`src/rtl/adc_multi_rx.sv`:
```
// Multi-channel serial ADC receiver: drives a shared cs/sclk pair and captures
// N_CH MSB-first data lines into parallel words, one frame at a time.
module adc_multi_rx #(
  parameter int N_CH  = 2,
  parameter int DW    = 12,
  parameter int LEAD  = 4,
  parameter int DIV   = 2,
  parameter int QUIET = 4
) (
  input  logic                 clk,
  input  logic                 rst,
  input  logic                 start,
  input  logic                 cont,
  input  logic [N_CH-1:0]      sdata,
  output logic                 cs,
  output logic                 sclk,
  output logic [N_CH*DW-1:0]   data_out,
  output logic                 data_valid,
  output logic [N_CH-1:0]      lead_err,
  output logic                 busy
);

  localparam int F  = LEAD + DW;
  localparam int HW = $clog2(2*DIV + 1);
  localparam int BW = $clog2(F + 1);
  localparam int GW = $clog2(QUIET + 1);

  localparam logic [HW-1:0] H_SETUP_LAST = HW'(DIV - 1);
  localparam logic [HW-1:0] H_LOW        = HW'(DIV);
  localparam logic [HW-1:0] H_BIT_LAST   = HW'(2*DIV - 1);
  localparam logic [BW-1:0] B_LAST       = BW'(F - 1);
  localparam logic [GW-1:0] G_LAST       = GW'(QUIET - 1);

  typedef enum logic [2:0] {IDLE, SETUP, SHIFT, DONE, GAP} state_t;

  state_t          state_reg, state_next;
  logic [HW-1:0]   hcnt_reg, hcnt_next;
  logic [BW-1:0]   bcnt_reg, bcnt_next;
  logic [GW-1:0]   gcnt_reg, gcnt_next;
  logic            cs_reg, cs_next;
  logic            sclk_reg, sclk_next;
  logic            data_valid_reg;
  logic            sample_en;

  always_comb begin
    state_next = state_reg;
    hcnt_next  = hcnt_reg;
    bcnt_next  = bcnt_reg;
    gcnt_next  = gcnt_reg;
    case (state_reg)
      IDLE: begin
        if (start || cont) begin
          state_next = SETUP;
          hcnt_next  = '0;
        end
      end
      SETUP: begin
        if (hcnt_reg == H_SETUP_LAST) begin
          state_next = SHIFT;
          hcnt_next  = '0;
          bcnt_next  = '0;
        end else begin
          hcnt_next = hcnt_reg + 1'b1;
        end
      end
      SHIFT: begin
        if (hcnt_reg == H_BIT_LAST) begin
          hcnt_next = '0;
          if (bcnt_reg == B_LAST) begin
            state_next = DONE;
          end else begin
            bcnt_next = bcnt_reg + 1'b1;
          end
        end else begin
          hcnt_next = hcnt_reg + 1'b1;
        end
      end
      DONE: begin
        state_next = GAP;
        gcnt_next  = '0;
      end
      GAP: begin
        if (gcnt_reg == G_LAST) begin
          state_next = cont ? SETUP : IDLE;
          hcnt_next  = '0;
        end else begin
          gcnt_next = gcnt_reg + 1'b1;
        end
      end
      default: state_next = IDLE;
    endcase

    // Line levels are decoded from the upcoming state so the registered pins line up with it.
    cs_next   = !(state_next == SETUP || state_next == SHIFT);
    sclk_next = !(state_next == SHIFT && hcnt_next < H_LOW);
    sample_en = (state_reg == SHIFT) && !sclk_reg && sclk_next;
  end

  always_ff @(posedge clk or posedge rst) begin
    if (rst) begin
      state_reg      <= IDLE;
      hcnt_reg       <= '0;
      bcnt_reg       <= '0;
      gcnt_reg       <= '0;
      cs_reg         <= 1'b1;
      sclk_reg       <= 1'b1;
      data_valid_reg <= 1'b0;
    end else begin
      state_reg      <= state_next;
      hcnt_reg       <= hcnt_next;
      bcnt_reg       <= bcnt_next;
      gcnt_reg       <= gcnt_next;
      cs_reg         <= cs_next;
      sclk_reg       <= sclk_next;
      data_valid_reg <= (state_next == DONE);
    end
  end

  // One capture shift register and one published word per data line.
  for (genvar gi = 0; gi < N_CH; gi++) begin : g_ch
    logic [F-1:0]  shreg_reg;
    logic [DW-1:0] data_reg;
    logic          lead_reg;

    always_ff @(posedge clk or posedge rst) begin
      if (rst) begin
        shreg_reg <= '0;
        data_reg  <= '0;
        lead_reg  <= 1'b0;
      end else begin
        if (sample_en) begin
          shreg_reg <= {shreg_reg[F-2:0], sdata[gi]};
        end
        if (state_next == DONE) begin
          data_reg <= shreg_reg[DW-1:0];
          lead_reg <= |shreg_reg[F-1 -: LEAD];
        end
      end
    end

    assign data_out[gi*DW +: DW] = data_reg;
    assign lead_err[gi]          = lead_reg;
  end

  assign cs         = cs_reg;
  assign sclk       = sclk_reg;
  assign data_valid = data_valid_reg;
  assign busy       = (state_reg != IDLE);

endmodule

```
`config.mk`:
```
export PLATFORM = sky130hd
export DESIGN_NAME = adc_multi_rx
export DESIGN_NICKNAME = d
export VERILOG_FILES = /design/src/rtl/adc_multi_rx.sv
export SDC_FILE = /design/constraint.sdc
export NUM_CORES = 1
export LEC_CHECK = 0
export CAP_MARGIN = 10
export CELL_PAD_IN_SITES_DETAIL_PLACEMENT = 1
export CELL_PAD_IN_SITES_GLOBAL_PLACEMENT = 2
export CORE_MARGIN = 10
export CORE_UTILIZATION = 37
export DETAILED_ROUTE_END_ITERATION = 12
export GPL_TIMING_DRIVEN = 0
export PLACE_DENSITY = 0.78
export SETUP_SLACK_MARGIN = 0.05
export SLEW_MARGIN = 20
export SYNTH_ARGS = -nofsm -noshare
export SYNTH_HDL_FRONTEND = slang
export SYNTH_SLANG_ARGS = --single-unit
export TNS_END_PERCENT = 100
```
`constraint.sdc`:
```
create_clock -name clk -period 3.4 [get_ports clk]
set_clock_uncertainty 0.2 [all_clocks]
set_input_delay 0.68 -clock clk [delete_from_list [all_inputs] [get_ports clk]]
set_output_delay 0.68 -clock clk [all_outputs]
set_load 0.1 [all_outputs]
```
Word level (Yosys, flattened, before mapping)
Cells that the tools add are included.
{"block": "totals", "elab_cells": 66, "output_inout_bits": 30, "input_bits": 6, "reg_bits": 75}
{"block": "classes", "n_lt_le_gt_ge": 1, "n_reduce_logical": 16, "addsub": 3, "mux": 18, "n_eq_ne": 15}
{"cell": "two-way mux 3 bit", "count": 10}
{"cell": "== test 3 x 2 -> 1 bit, second input constant", "count": 6}
{"cell": "two-way mux 5 bit", "count": 3}
{"cell": "case mux 3 bit (5 select lines)", "count": 1}
{"cell": "case mux 3 bit (4 select lines)", "count": 1}
{"cell": "case mux 5 bit (2 select lines)", "count": 1}
{"cell": "== test 3 x 1 -> 1 bit, second input constant", "count": 3}
{"cell": "!= test 2 bit, second input constant", "count": 4}
{"cell": "OR reduction 4 bit", "count": 2}
{"cell": "adder 3 x 1 -> 3 bit, second input constant", "count": 2}
{"cell": "case mux 3 bit (2 select lines)", "count": 1}
{"cell": "adder 5 x 1 -> 5 bit, second input constant", "count": 1}
{"cell": "== test 5 x 4 -> 1 bit, second input constant", "count": 1}
{"cell": "AND reduction 4 bit", "count": 1}
{"cell": "nonzero test 2 bit", "count": 2}
{"cell": "== test 3 bit, second input constant", "count": 1}
{"cell": "logical AND 1 bit", "count": 3}
{"cell": "zero test 1 bit", "count": 3}
{"cell": "zero test 3 bit", "count": 1}
{"cell": "< comparator 3 x 2 -> 1 bit, second input constant", "count": 1}
{"cell": "nonzero test 3 bit", "count": 1}
{"cell": "logical OR 1 bit", "count": 2}
{"cell": "AND reduction 2 bit", "count": 1}
{"cell": "two-way mux 1 bit", "count": 1}

Longest topological paths before layout
Gate-level depths: netlist of the first run.
{"block": "logic_depth", "word_depth": 8, "ltp_mapped": 9, "depth_no_buf": 8}

Least setup slack after synthesis of the first run
Ideal clock, no wire load.
{"block": "synth_path", "kind": "flip-flop to flip-flop", "from": "register bcnt_reg[0]", "to": "register g_ch[0].shreg_reg[15]", "slack_ns": 0.997, "path_stages_with_launch": 10, "setup_time_ns": 0.127, "path_buffers": 1, "arrival_time_ns": 2.075, "cell_sequence": "dfrtp_1 -> ha_1 -> and3_1 -> ha_1 -> a21oi_1 -> nor2_1 -> nor3_1 -> a211oi_4 -> buf_6 -> mux2_1"}
{"block": "synth_between", "elab_chain_cells": 8}
{"element": "from (decl)", "line": "38", "source": "logic [BW-1:0] bcnt_reg, bcnt_next;"}
{"element": "from (signal assigned)", "line": "111", "source": "bcnt_reg <= bcnt_next;"}
{"element": "== test 5 x 4 -> 1 bit", "line": "69", "source": "if (bcnt_reg == B_LAST) begin"}
{"element": "two-way mux 3 bit", "line": "69"}
{"element": "two-way mux 3 bit", "line": "67", "source": "if (hcnt_reg == H_BIT_LAST) begin"}
{"element": "case mux 3 bit (5 select lines)", "line": "50", "source": "case (state_reg)"}
{"element": "== test 3 x 2 -> 1 bit", "line": "95", "source": "sclk_next = !(state_next == SHIFT && hcnt_next < H_LOW);"}
{"element": "logical AND 1 bit", "line": "95"}
{"element": "zero test 1 bit", "line": "95"}
{"element": "logical AND 1 bit", "line": "96", "source": "sample_en = (state_reg == SHIFT) && !sclk_reg && sclk_next;"}
{"element": "to (signal assigned)", "line": "132", "source": "shreg_reg <= {shreg_reg[F-2:0], sdata[gi]};"}
{"element": "to (decl)", "line": "121", "source": "logic [F-1:0] shreg_reg;"}
Every way passes these cells.
A chain may end at the register's enable or synchronous reset.

Worst setup path after layout of the first run
{"block": "layout_path", "from": "register state_reg[0]", "to": "output busy"}
{"block": "layout_between", "elab_chain_cells": 1}
{"element": "from (decl)", "line": "36", "source": "state_t state_reg, state_next;"}
{"element": "from (signal assigned)", "line": "109", "source": "state_reg <= state_next;"}
{"element": "nonzero test 3 bit", "line": "148", "source": "assign busy = (state_reg != IDLE);"}
{"element": "to (decl)", "line": "20", "source": "output logic busy"}
Every way passes these cells.

==> results_tabular.tex, run 1 <==
\begin{tabular}{lr}
\hline
Metric & Value \\
\hline
\multicolumn{2}{l}{\textbf{Run status}} \\
Outcome & complete, no violations \\
\multicolumn{2}{l}{\textbf{Worst setup path}} \\
Required @ worst endpoint & between 2 and 3 ns \\
Reg2Reg Depth & 7 \\
Crit-path max FO & 10 \\
Start point of the critical path & state\_reg[0]\$\_DFF\_PP0\_ \\
Critical Path Start Type & flip-flop \\
Reg-to-Reg Start & hcnt\_reg[0]\$\_DFFE\_PP0P\_ \\
Critical Path AT & 2.22 ns \\
Category of the critical setup timing path & flip-flop to output pin \\
Crit path capture type & output pin \\
\multicolumn{2}{l}{\textbf{Yosys}} \\
Mapped Nets & 300 \\
Portion of the post-synthesis area used by sequential elements & 58.5\% \\
Fraction of registers with async set or reset after synthesis & 100\% \\
Average cell area after synthesis & 11.2 um\^{}2 \\
Count of yosys warnings during synthesis & 0 \\
Number of flip-flops and latches in the synthesized netlist & 75 \\
Synth cell types & between 40 and 50 \\
Simple-Gate Fraction of Synth Area & 16.3\% \\
Post-synth EDFFs & 0 \\
Proportion of synthesized area in mux cells & 11.9\% \\
Post-Synth Adder-Cell Area & 3.12\% \\
Synth Flop Type & sky130\_fd\_sc\_hd\_\_dfrtp\_1 \\
Combinational family with the most area after synthesis & simple AND/OR/NAND/NOR gates \\
Synth Area in Compound Gates & 5.84\% \\
Area share of xor/xnor cells in the synthesized design & less than 1\% \\
Post-Synthesis Cell Area & 3210 um\^{}2 \\
Synthesized netlist cell count & 286 \\
\multicolumn{2}{l}{\textbf{Place}} \\
Final estimated routing congestion in global placement & 0.742 \\
Post-DP HPWL & 4.82 mm \\
Placed Instances & 427 \\
\# port buffers & 35 \\
\multicolumn{2}{l}{\textbf{Global routing}} \\
Largest net degree at the start of global routing & 42 \\
Total grt overflow & 0 \\
Vias in the first global route & between 2,000 and 2,500 \\
Total global routing track utilization & around 11\% \\
Wire length of the first global-routing pass & 11.5 mm \\
Antenna violations before repair & 0 \\
\multicolumn{2}{l}{\textbf{Floorplan}} \\
Die Height & 113 um \\
Horizontal extent of the die & 113 um \\
DIE AREA & around 13,000 um\^{}2 \\
FP Rows & 33 \\
Core outline area & 8340 um\^{}2 \\
I/O pins & 36 \\
Effective utilization at floorplan & 38.5\% \\
\multicolumn{2}{l}{\textbf{Timing}} \\
Post-layout min period & 3.10 ns \\
Transition at the pin with the smallest max-transition slack & 0.987 ns \\
Rel. slew slack & 34.0\% \\
Pins over their slew limit & 0 \\
TNS Setup & 0 ns \\
Hold Fails Final Rpt & 0 \\
Max Freq & 322 MHz \\
Unrepaired setup endpoints after global routing & false \\
Final worst path period share & 91.3\% \\
Setup violation total in the final timing report & 0 \\
\multicolumn{2}{l}{\textbf{Finish}} \\
Area of the multi-input gates & 1200 um\^{}2 \\
Highest-count cells in the layout ignoring fill and taps & sky130\_fd\_sc\_hd\_\_nand2\_1, sky130\_fd\_sc\_hd\_\_dfrtp\_1, sky130\_fd\_sc\_hd\_\_clkdlybuf4s50\_1 \\
Final-layout fill cell count & 951 \\
Diodes inserted & 0 \\
Signed area change from the synthesized netlist to the final layout & 21.5\% \\
Fraction of final layout cells sized beyond drive strength 1 & 16.9\% \\
Final instance count without filler cells & 442 \\
Count of nets after finishing & 347 \\
Total area of sequential cells & 1880 um\^{}2 \\
Number of flip-flops in the largest register & 32 \\
Most frequent standard cell in the layout excluding fill and tap cells & sky130\_fd\_sc\_hd\_\_nand2\_1 \\
\multicolumn{2}{l}{\textbf{CTS}} \\
Clk root buf & sky130\_fd\_sc\_hd\_\_clkbuf\_8 \\
Buffers inserted during post-CTS setup optimization & 0 \\
Max Root-Sink Buffers & 2 \\
Inserted Clock Buffers & 9 \\
Count of H-tree levels built during CTS & 3 \\
Number of clock sinks & between 70 and 80 \\
CTS clk-pin slew, worst paths & roughly 0.080 ns \\
Post-cts sizing count & 1 \\
TritonCTS clock tree & yes \\
Later-pin clock latency in the skew report & around 0.34 ns \\
Number of buffers inserted for hold repair after clock tree synthesis & 0 \\
\multicolumn{2}{l}{\textbf{Drt}} \\
Mean routed wirelength per cell & around 15 um \\
Vias post-DR & 2,184 \\
Final routed wirelength across all metal layers & 6.65 mm \\
Vias per inst & 4.94 \\
Drt first-iter violations & 69 \\
Number of detailed-routing iterations run before antenna repair & 4 \\
Number of nets with antenna violations after detailed routing & 0 \\
DRC Markers & 0 \\
\multicolumn{2}{l}{\textbf{Pwr}} \\
Power per cell area & 599 nW/um\^{}2 \\
Worst IR Drop VDD & 0.480 mV \\
Leakage component of the power & 1.93 nW \\
\multicolumn{2}{l}{\textbf{Worst hold path}} \\
Hold path cells & 2 \\
Worst hold path type & flip-flop to flip-flop \\
Worst hold path startpoint & g\_ch[0].data\_reg[4]\$\_DFFE\_PP0P\_ \\
\multicolumn{2}{l}{\textbf{Flow run}} \\
Max Cap Viol & 0 \\
\hline
\end{tabular}
==> layer usage <==
metal	wire length, um	part of all wire, %	vias up	track usage [%]
met2	3090	46	29	17.2
li1	-	-	1051	-
met1	3090	46	1093	13.5
met4	108	1.6	0	4.57
met5	0	0	-	0
met3	366	5.5	11	3.96
==> area by class of cell <==
type                            instances  share of cell area (%)
Buffer                                 14                    2.31
Clock buffer                            9                    3.17
Clock inverter                          6                    1.67
Inverter                               11                    1.12
Multi-Input combinational cell        186                    30.8
Sequential cell                        75                    48.1
Tap cell                              105                    3.36
Timing Repair Buffer                   36                    9.45
==> path summary, 6_finish.rpt <==
check,endpoint,slack (ns)
setup reg to reg,g_ch[0].shreg_reg[12]$_DFFE_PP0P_,0.78
hold reg to reg,g_ch[0].data_reg[4]$_DFFE_PP0P_,0.28
max in group asynchronous,g_ch[0].data_reg[5]$_DFFE_PP0P_,1.90
hold / removal,g_ch[0].data_reg[4]$_DFFE_PP0P_,0.28
min in group asynchronous,g_ch[1].shreg_reg[4]$_DFFE_PP0P_,0.51
setup / recovery,busy,0.30
==> worst max-delay path, stage by stage, from the launching register on <==
cell and delay [ns]:
sky130_fd_sc_hd__dfrtp_1 0.38, sky130_fd_sc_hd__buf_6 0.15, sky130_fd_sc_hd__clkbuf_1 0.34, sky130_fd_sc_hd__or3_1 0.17, sky130_fd_sc_hd__dlygate4sd2_1 0.85
==> logic make-up after synthesis <==
family,Yosys count
DFF,75
and+or+nand+nor,119
AOI/OAI and AO/OA,24
xor gates and xnor gates,1
muxes,34
adders and majority gates,8
buffers and inverters,25
==> cells in the mapped netlist (2+ instances only) <==
master	count	share of area [%]
sky130_fd_sc_hd__mux2_1	5	1.8
sky130_fd_sc_hd__nor2_1	12	1.4
sky130_fd_sc_hd__nor3b_1	2	0.47
sky130_fd_sc_hd__clkbuf_1	7	0.82
sky130_fd_sc_hd__o21ai_0	6	0.93
sky130_fd_sc_hd__nor2b_1	3	0.58
sky130_fd_sc_hd__dfrtp_1	73	57
sky130_fd_sc_hd__buf_6	4	1.4
sky130_fd_sc_hd__a221oi_1	3	0.82
sky130_fd_sc_hd__ha_1	8	3.1
sky130_fd_sc_hd__buf_4	2	0.47
sky130_fd_sc_hd__mux2_2	28	9.8
sky130_fd_sc_hd__nand2_1	83	9.7
sky130_fd_sc_hd__a21oi_1	2	0.31
sky130_fd_sc_hd__inv_1	10	1.2
sky130_fd_sc_hd__nor4_1	2	0.39
sky130_fd_sc_hd__nand2b_1	3	0.58
sky130_fd_sc_hd__dfstp_2	2	1.6
sky130_fd_sc_hd__a22o_1	3	0.82
sky130_fd_sc_hd__nor3_1	3	0.47
==> through the flow <==
step / total power [mW] / hold slack, ns / utilization, % / setup WS (ns) / cell area [um^2]
finish: 2.34 / 0.275 / 46.8 / 0.295 / 3910
global route: 2.49 / 0.315 / 46.8 / 0.134 / 3910
CTS: 2.38 / 0.282 / 46.8 / 0.239 / 3910
detailed placement: 1.69 / 0.262 / 44.6 / 0.339 / 3720
global placement: 1.67 / 0.257 / 44.3 / -0.744 / 3690
floorplan: 1.54 / 0.248 / - / 0.613 / 3210
==> where the power goes <==
group          leakage, nW  switching (mW)  total, mW  internal [mW]
clock               0.0959           0.340      0.678          0.338
combinational        0.799           0.397      0.620          0.222
sequential            1.03          0.0678       1.04          0.975
total                 1.93           0.805       2.34           1.53
Note: power is estimated with default switching activity, not from simulation.
==> run 2: changes to the inputs <==
Settings changed: CORE_MARGIN 10 to not set.
==> run 2 against run 1 <==
Global-route usage increased by 5.5 points; critical path depth unchanged; register-to-register slack about the same; die area decreased by 29%.
==> results_tabular.tex, run 2 (synthesis results as in run 1) <==
\begin{tabular}{lr}
\hline
Metric & Value \\
\hline
\multicolumn{2}{l}{\textbf{Finish}} \\
Most frequent standard cell in the layout excluding fill and tap cells & sky130\_fd\_sc\_hd\_\_nand2\_1 (unchanged) \\
Signed area change from the synthesized netlist to the final layout & 21.9\% (was 21.5\%) \\
Fraction of final layout cells sized beyond drive strength 1 & 16.9\% (about the same) \\
Diodes inserted & 0 (unchanged) \\
Number of flip-flops in the largest register & 32 (unchanged) \\
Count of nets after finishing & 347 (unchanged) \\
Highest-count cells in the layout ignoring fill and taps & sky130\_fd\_sc\_hd\_\_nand2\_1, sky130\_fd\_sc\_hd\_\_dfrtp\_1, sky130\_fd\_sc\_hd\_\_clkdlybuf4s50\_1 (unchanged) \\
\multicolumn{2}{l}{\textbf{Worst setup path}} \\
Reg-to-Reg Start & bcnt\_reg[0]\$\_DFFE\_PP0P\_ (was hcnt\_reg[0]\$\_DFFE\_PP0P\_) \\
Worst r2r dst & g\_ch[0].shreg\_reg[15]\$\_DFFE\_PP0P\_ (was g\_ch[0].shreg\_reg[12]\$\_DFFE\_PP0P\_) \\
Start point of the critical path & state\_reg[0]\$\_DFF\_PP0\_ (unchanged) \\
Reg-to-reg slack, setup & 0.79 ns (was 0.78 ns) \\
Critical Path Start Type & flip-flop (unchanged) \\
CP endpoint & busy (unchanged) \\
Critical Path AT & 2.26 ns (was 2.22 ns) \\
Category of the critical setup timing path & flip-flop to output pin (unchanged) \\
Crit path capture type & output pin (unchanged) \\
Required @ worst endpoint & 2.52 ns (about the same) \\
Reg2Reg Depth & 9 (was 7) \\
Crit-path max FO & 10 (unchanged) \\
\multicolumn{2}{l}{\textbf{Timing}} \\
Rel. slew slack & 33.8\% (was 34.0\%) \\
Transition at the pin with the smallest max-transition slack & 0.990 ns (was 0.987 ns) \\
Worst Hold Slack & 0.273 ns (was 0.275 ns) \\
Pins over their slew limit & 0 (unchanged) \\
Unrepaired setup endpoints after global routing & false (unchanged) \\
Max Freq & 319 MHz (was 322 MHz) \\
Final worst path period share & 92.3\% (was 91.3\%) \\
Post-layout min period & 3.14 ns (was 3.10 ns) \\
Setup violation total in the final timing report & 0 (unchanged) \\
Hold Fails Final Rpt & 0 (unchanged) \\
\multicolumn{2}{l}{\textbf{Pwr}} \\
Sw power & 0.806 mW (was 0.805 mW) \\
Switching power share of the total & 34.4\% (about the same) \\
Cell-internal power & 1.54 mW (was 1.53 mW) \\
Part of the power in the clock network & 28.9\% (was 29.0\%) \\
Power per cell area & 599 nW/um\^{}2 (about the same) \\
Comb pwr share & 26.7\% (was 26.5\%) \\
Worst IR Drop VDD & 0.519 mV (was 0.480 mV) \\
Overall power of the completed layout & 2.35 mW (was 2.34 mW) \\
Leakage component of the power & 1.93 nW (about the same) \\
Sequential fraction of design power & 44.3\% (was 44.6\%) \\
\multicolumn{2}{l}{\textbf{CTS}} \\
Later-pin clock latency in the skew report & 0.35 ns (was 0.34 ns) \\
Count of H-tree levels built during CTS & 3 (unchanged) \\
Number of clock sinks & 75 (unchanged) \\
CTS clk-pin slew, worst paths & 0.08 ns (about the same) \\
Clk root buf & sky130\_fd\_sc\_hd\_\_clkbuf\_8 (unchanged) \\
Buffers inserted during post-CTS setup optimization & 0 (unchanged) \\
Post-cts sizing count & 1 (unchanged) \\
Number of buffers inserted for hold repair after clock tree synthesis & 0 (unchanged) \\
TritonCTS clock tree & yes (unchanged) \\
Inserted Clock Buffers & 9 (unchanged) \\
Max Root-Sink Buffers & 2 (unchanged) \\
\multicolumn{2}{l}{\textbf{Global routing}} \\
Wire length of the first global-routing pass & 11.3 mm (was 11.5 mm) \\
Antenna violations before repair & 0 (unchanged) \\
Vias in the first global route & 2,370 (was 2,383) \\
Largest net degree at the start of global routing & 57 (was 42) \\
Total grt overflow & 0 (unchanged) \\
Total global routing track utilization & 16.5\% (was 11.0\%) \\
\multicolumn{2}{l}{\textbf{Place}} \\
Final estimated routing congestion in global placement & 0.752 (was 0.742) \\
\# port buffers & 35 (unchanged) \\
Post-DP HPWL & 4.39 mm (was 4.82 mm) \\
\multicolumn{2}{l}{\textbf{Floorplan}} \\
DIE AREA & 9060 um\^{}2 (was 12,800 um\^{}2) \\
Die Height & 95.2 um (was 113 um) \\
I/O pins & 36 (unchanged) \\
Core outline area & 8300 um\^{}2 (was 8340 um\^{}2) \\
FP Rows & 33 (unchanged) \\
Effective utilization at floorplan & 38.7\% (was 38.5\%) \\
Horizontal extent of the die & 95.2 um (was 113 um) \\
\multicolumn{2}{l}{\textbf{Drt}} \\
Final routed wirelength across all metal layers & 6.48 mm (was 6.65 mm) \\
Vias per inst & 4.83 (was 4.94) \\
Number of nets with antenna violations after detailed routing & 0 (unchanged) \\
Mean routed wirelength per cell & 14.6 um (was 15.1 um) \\
Number of detailed-routing iterations run before antenna repair & 4 (unchanged) \\
DRC Markers & 0 (unchanged) \\
Vias post-DR & 2,138 (was 2,184) \\
Drt first-iter violations & 72 (was 69) \\
\multicolumn{2}{l}{\textbf{Run status}} \\
Outcome & complete, no violations (unchanged) \\
\multicolumn{2}{l}{\textbf{Worst hold path}} \\
Worst hold path type & flip-flop to flip-flop (unchanged) \\
\multicolumn{2}{l}{\textbf{Flow run}} \\
Max Cap Viol & 0 (unchanged) \\
\hline
\end{tabular}
-- run 2: cell types whose count changed in the layout (fill, tap and decap cells not counted) --
cell,delta
sky130_fd_sc_hd__buf_12,-1
sky130_fd_sc_hd__buf_16,+1
sky130_fd_sc_hd__clkbuf_1,+1
sky130_fd_sc_hd__clkinv_4,+1
sky130_fd_sc_hd__inv_6,-1
-- run 2: cell type report --
class | instances | area [um^2]
inverters | 11 | 43.8
plain buffers | 14 | 90.1
flip-flops and latches | 75 | 1880
clock buffers | 10 | 128
fillers | 910 | 4380
clock inverters | 6 | 65.1
repair buffers | 36 | 377
multi-input cells | 186 | 1200
well taps | 105 | 131
-- run 2: metrics by stage --
step           cells  util [%]  setup slack, ns  instance area (um^2)  setup TNS (ns)
3_3_place_gp     426      44.5           -0.769                  3690          -55.88
3_5_place_dp     427      44.9            0.372                  3720               0
5_1_grt          443      47.2            0.126                  3920               0
2_1_floorplan    286         -            0.613                  3210               0
4_1_cts          443      47.2            0.246                  3920               0
6_report         443      47.2            0.261                  3920               0
-- run 2: routing by layer --
layer / wire length (um) / global-route usage, % / vias to the layer above
met5: 0 / 0 / -
met1: 3110 / 21.2 / 1057
met2: 3080 / 26.6 / 28
met3: 211 / 4.39 / 7
li1: - / - / 1046
met4: 76 / 6.44 / 0
-- run 2: power by group through the flow --
stage / registers (mW) / clock network (mW) / logic [mW]
3_3_place_gp: 1.05 / 0 / 0.616
4_1_cts: 1.04 / 0.709 / 0.637
5_1_grt: 1.05 / 0.746 / 0.691
3_5_place_dp: 1.06 / 0 / 0.638
6_report: 1.04 / 0.679 / 0.627
2_1_floorplan: 1.11 / 0 / 0.434
-- run 2: critical path, cell delays in order, from the launching register on --
cell and delay [ns]:
sky130_fd_sc_hd__dfrtp_1 0.39, sky130_fd_sc_hd__buf_6 0.14, sky130_fd_sc_hd__clkbuf_1 0.35, sky130_fd_sc_hd__or3_1 0.18, sky130_fd_sc_hd__dlygate4sd2_1 0.85
-- run 2: worst min-delay path by stage --
| stage | from | to | slack, ns | depth (start not counted) |
|---|---|---|---|---|
| final | g_ch[0].data_reg[6]$_DFFE_PP0P_ | g_ch[0].data_reg[6]$_DFFE_PP0P_ | 0.27 | 2 |
| after global routing | g_ch[0].data_reg[7]$_DFFE_PP0P_ | g_ch[0].data_reg[7]$_DFFE_PP0P_ | 0.30 | 2 |
| after CTS | g_ch[0].data_reg[6]$_DFFE_PP0P_ | g_ch[0].data_reg[6]$_DFFE_PP0P_ | 0.28 | 2 |
| after detailed placement | g_ch[0].data_reg[6]$_DFFE_PP0P_ | g_ch[0].data_reg[6]$_DFFE_PP0P_ | 0.26 | 2 |
| after global placement | g_ch[0].data_reg[5]$_DFFE_PP0P_ | g_ch[0].data_reg[5]$_DFFE_PP0P_ | 0.26 | 2 |
| after floorplan | g_ch[0].shreg_reg[1]$_DFFE_PP0P_ | g_ch[0].data_reg[1]$_DFFE_PP0P_ | 0.25 | 2 |
==> run 3: changes to the inputs <==
Settings changed: CORE_UTILIZATION 37 to 35, PLACE_DENSITY 0.78 to 0.74.
==> run 3 against run 2 <==
The flow now finishes with violations (design-rule violations); first-iteration DRC count is 18% lower; fmax is 0.49% higher; register-to-register slack hardly changed; wire length is 0.23% lower; critical path type unchanged; critical endpoint unchanged; final area hardly changed; cell count is 0.68% higher.
==> results_tabular.tex, run 3 (synthesis results as in run 1) <==
\begin{tabular}{lr}
\hline
Metric & Value \\
\hline
\multicolumn{2}{l}{\textbf{Timing}} \\
Pins over their slew limit & 0 (unchanged) \\
Rel. slew slack & 34.4\% (was 33.8\%) \\
Max Freq & 320 MHz (was 319 MHz) \\
Hold Fails Final Rpt & 0 (unchanged) \\
TNS Setup & 0 ns (unchanged) \\
Setup violation total in the final timing report & 0 (unchanged) \\
Final worst path period share & 91.9\% (was 92.3\%) \\
Worst Hold Slack & 0.278 ns (was 0.273 ns) \\
Unrepaired setup endpoints after global routing & false (unchanged) \\
Transition at the pin with the smallest max-transition slack & 0.981 ns (was 0.990 ns) \\
Post-layout min period & 3.12 ns (was 3.14 ns) \\
\multicolumn{2}{l}{\textbf{Drt}} \\
Final routed wirelength across all metal layers & 6.46 mm (was 6.48 mm) \\
DRC Markers & 4 (was 0) \\
Vias per inst & 4.89 (was 4.83) \\
Number of detailed-routing iterations run before antenna repair & 8 (was 4) \\
Number of nets with antenna violations after detailed routing & 0 (unchanged) \\
Drt first-iter violations & 59 (was 72) \\
Vias post-DR & 2,181 (was 2,138) \\
Mean routed wirelength per cell & 14.5 um (was 14.6 um) \\
\multicolumn{2}{l}{\textbf{Place}} \\
Final estimated routing congestion in global placement & 0.750 (was 0.752) \\
\# port buffers & 35 (unchanged) \\
Area of placed instances & 3730 um\^{}2 (was 3720 um\^{}2) \\
Post-DP HPWL & 4.45 mm (was 4.39 mm) \\
\multicolumn{2}{l}{\textbf{Finish}} \\
Count of nets after finishing & 347 (unchanged) \\
Diodes inserted & 0 (unchanged) \\
Highest-count cells in the layout ignoring fill and taps & sky130\_fd\_sc\_hd\_\_nand2\_1, sky130\_fd\_sc\_hd\_\_dfrtp\_1, sky130\_fd\_sc\_hd\_\_clkdlybuf4s50\_1 (unchanged) \\
Post-layout util & 44.5\% (was 47.2\%) \\
Most frequent standard cell in the layout excluding fill and tap cells & sky130\_fd\_sc\_hd\_\_nand2\_1 (unchanged) \\
Number of flip-flops in the largest register & 32 (unchanged) \\
Fraction of final layout cells sized beyond drive strength 1 & 17.2\% (was 16.9\%) \\
Final cell area excluding filler cells & 3920 um\^{}2 (about the same) \\
Signed area change from the synthesized netlist to the final layout & 21.8\% (was 21.9\%) \\
\multicolumn{2}{l}{\textbf{CTS}} \\
TritonCTS clock tree & yes (unchanged) \\
CTS clk-pin slew, worst paths & 0.09 ns (was 0.08 ns) \\
Clk root buf & sky130\_fd\_sc\_hd\_\_clkbuf\_8 (unchanged) \\
Later-pin clock latency in the skew report & 0.35 ns (about the same) \\
Count of H-tree levels built during CTS & 3 (unchanged) \\
Max Root-Sink Buffers & 2 (unchanged) \\
Number of clock sinks & 75 (unchanged) \\
Inserted Clock Buffers & 9 (unchanged) \\
\multicolumn{2}{l}{\textbf{Global routing}} \\
Vias in the first global route & 2,362 (was 2,370) \\
Largest net degree at the start of global routing & 56 (was 57) \\
Total global routing track utilization & 15.5\% (was 16.5\%) \\
Wire length of the first global-routing pass & 11.4 mm (was 11.3 mm) \\
Total grt overflow & 0 (unchanged) \\
Antenna violations before repair & 0 (unchanged) \\
\multicolumn{2}{l}{\textbf{Floorplan}} \\
I/O pins & 36 (unchanged) \\
Die Height & 97.8 um (was 95.2 um) \\
Effective utilization at floorplan & 36.5\% (was 38.7\%) \\
Horizontal extent of the die & 97.8 um (was 95.2 um) \\
DIE AREA & 9570 um\^{}2 (was 9060 um\^{}2) \\
Core outline area & 8810 um\^{}2 (was 8300 um\^{}2) \\
FP Rows & 34 (was 33) \\
\multicolumn{2}{l}{\textbf{Worst setup path}} \\
Crit-path max FO & 10 (unchanged) \\
Critical Path Start Type & flip-flop (unchanged) \\
Category of the critical setup timing path & flip-flop to output pin (unchanged) \\
Critical path's largest stage delay & 0.84 ns (was 0.85 ns) \\
CP cell instances & buf\_6, clkbuf\_1, or3\_1, dlygate4sd2\_1 (unchanged) \\
Critical Path AT & 2.24 ns (was 2.26 ns) \\
Required @ worst endpoint & 2.52 ns (about the same) \\
Crit path capture type & output pin (unchanged) \\
Crit path max-delay cell type & sky130\_fd\_sc\_hd\_\_dlygate4sd2\_1 (unchanged) \\
\multicolumn{2}{l}{\textbf{Run status}} \\
Outcome & finished, violations left (was complete, no violations) \\
Violated checks & design-rule violations \\
\multicolumn{2}{l}{\textbf{Pwr}} \\
Power per cell area & 590 nW/um\^{}2 (was 599 nW/um\^{}2) \\
Leakage component of the power & 1.92 nW (was 1.93 nW) \\
Overall power of the completed layout & 2.31 mW (was 2.35 mW) \\
Worst IR Drop VDD & 0.374 mV (was 0.519 mV) \\
\multicolumn{2}{l}{\textbf{Worst hold path}} \\
Worst hold path type & flip-flop to flip-flop (unchanged) \\
\multicolumn{2}{l}{\textbf{Flow run}} \\
Max Cap Viol & 0 (unchanged) \\
\hline
\end{tabular}
run 3: layout make-up:
type | instances | area (um^2)
multi-input cells | 186 | 1200
well taps | 108 | 135
inverters | 11 | 43.8
clock inverters | 6 | 50.0
plain buffers | 14 | 90.1
fillers | 985 | 4890
flip-flops and latches | 75 | 1880
clock buffers | 10 | 138
repair buffers | 36 | 377
run 3: routing by layer:
| metal | part of all wire [%] | wire length (um) | up-vias | track usage, % |
|---|---|---|---|---|
| li1 | - | - | 1044 | - |
| met1 | 47 | 3050 | 1097 | 19.3 |
| met2 | 48 | 3090 | 30 | 25.0 |
| met3 | 3.4 | 218 | 10 | 4.87 |
| met4 | 1.6 | 102 | 0 | 6.29 |
| met5 | 0 | 0 | - | 0 |
run 3: through the flow:
stage               setup slack [ns]  std cells
finish                         0.276        446
global route                   0.115        446
CTS                            0.235        446
detailed placement             0.363        430
global placement              -0.772        429
floorplan                      0.613        286
run 3: worst paths after layout:
kind | slack, ns | from | end | cells after the start
setup / recovery | 0.28 | state_reg[0]$_DFF_PP0_ | busy | 4
hold / removal | 0.28 | g_ch[0].data_reg[8]$_DFFE_PP0P_ | g_ch[0].data_reg[8]$_DFFE_PP0P_ | 2
setup reg to reg | 0.78 | bcnt_reg[0]$_DFFE_PP0P_ | g_ch[0].shreg_reg[0]$_DFFE_PP0P_ | 9
hold reg to reg | 0.28 | g_ch[0].data_reg[8]$_DFFE_PP0P_ | g_ch[0].data_reg[8]$_DFFE_PP0P_ | 2
max in group asynchronous | 2.00 | rst | g_ch[0].data_reg[10]$_DFFE_PP0P_ | 3
min in group asynchronous | 0.43 | rst | gcnt_reg[1]$_DFFE_PP0P_ | 2
run 3: power by group:
group	switching [mW]	internal [mW]	leakage, nW	total, mW
Sequential	0.0664	0.975	1.03	1.04
Clock	0.353	0.291	0.0891	0.644
Combinational	0.399	0.224	0.802	0.623
Total	0.819	1.49	1.92	2.31
run 3: timing repair:
action / CTS / global route
gates resized for setup: 1 / 0
endpoints found under the setup margin: 1 / 0
buffers inserted: 0 / 0
hold buffers: 0 / 0
run 3: critical path: cells and delay by family (launching register included):
family                 cells  cell delay (ns)
buffers and inverters      3             1.32
flip-flops                 1             0.40
AND/OR/NAND/NOR            1             0.17
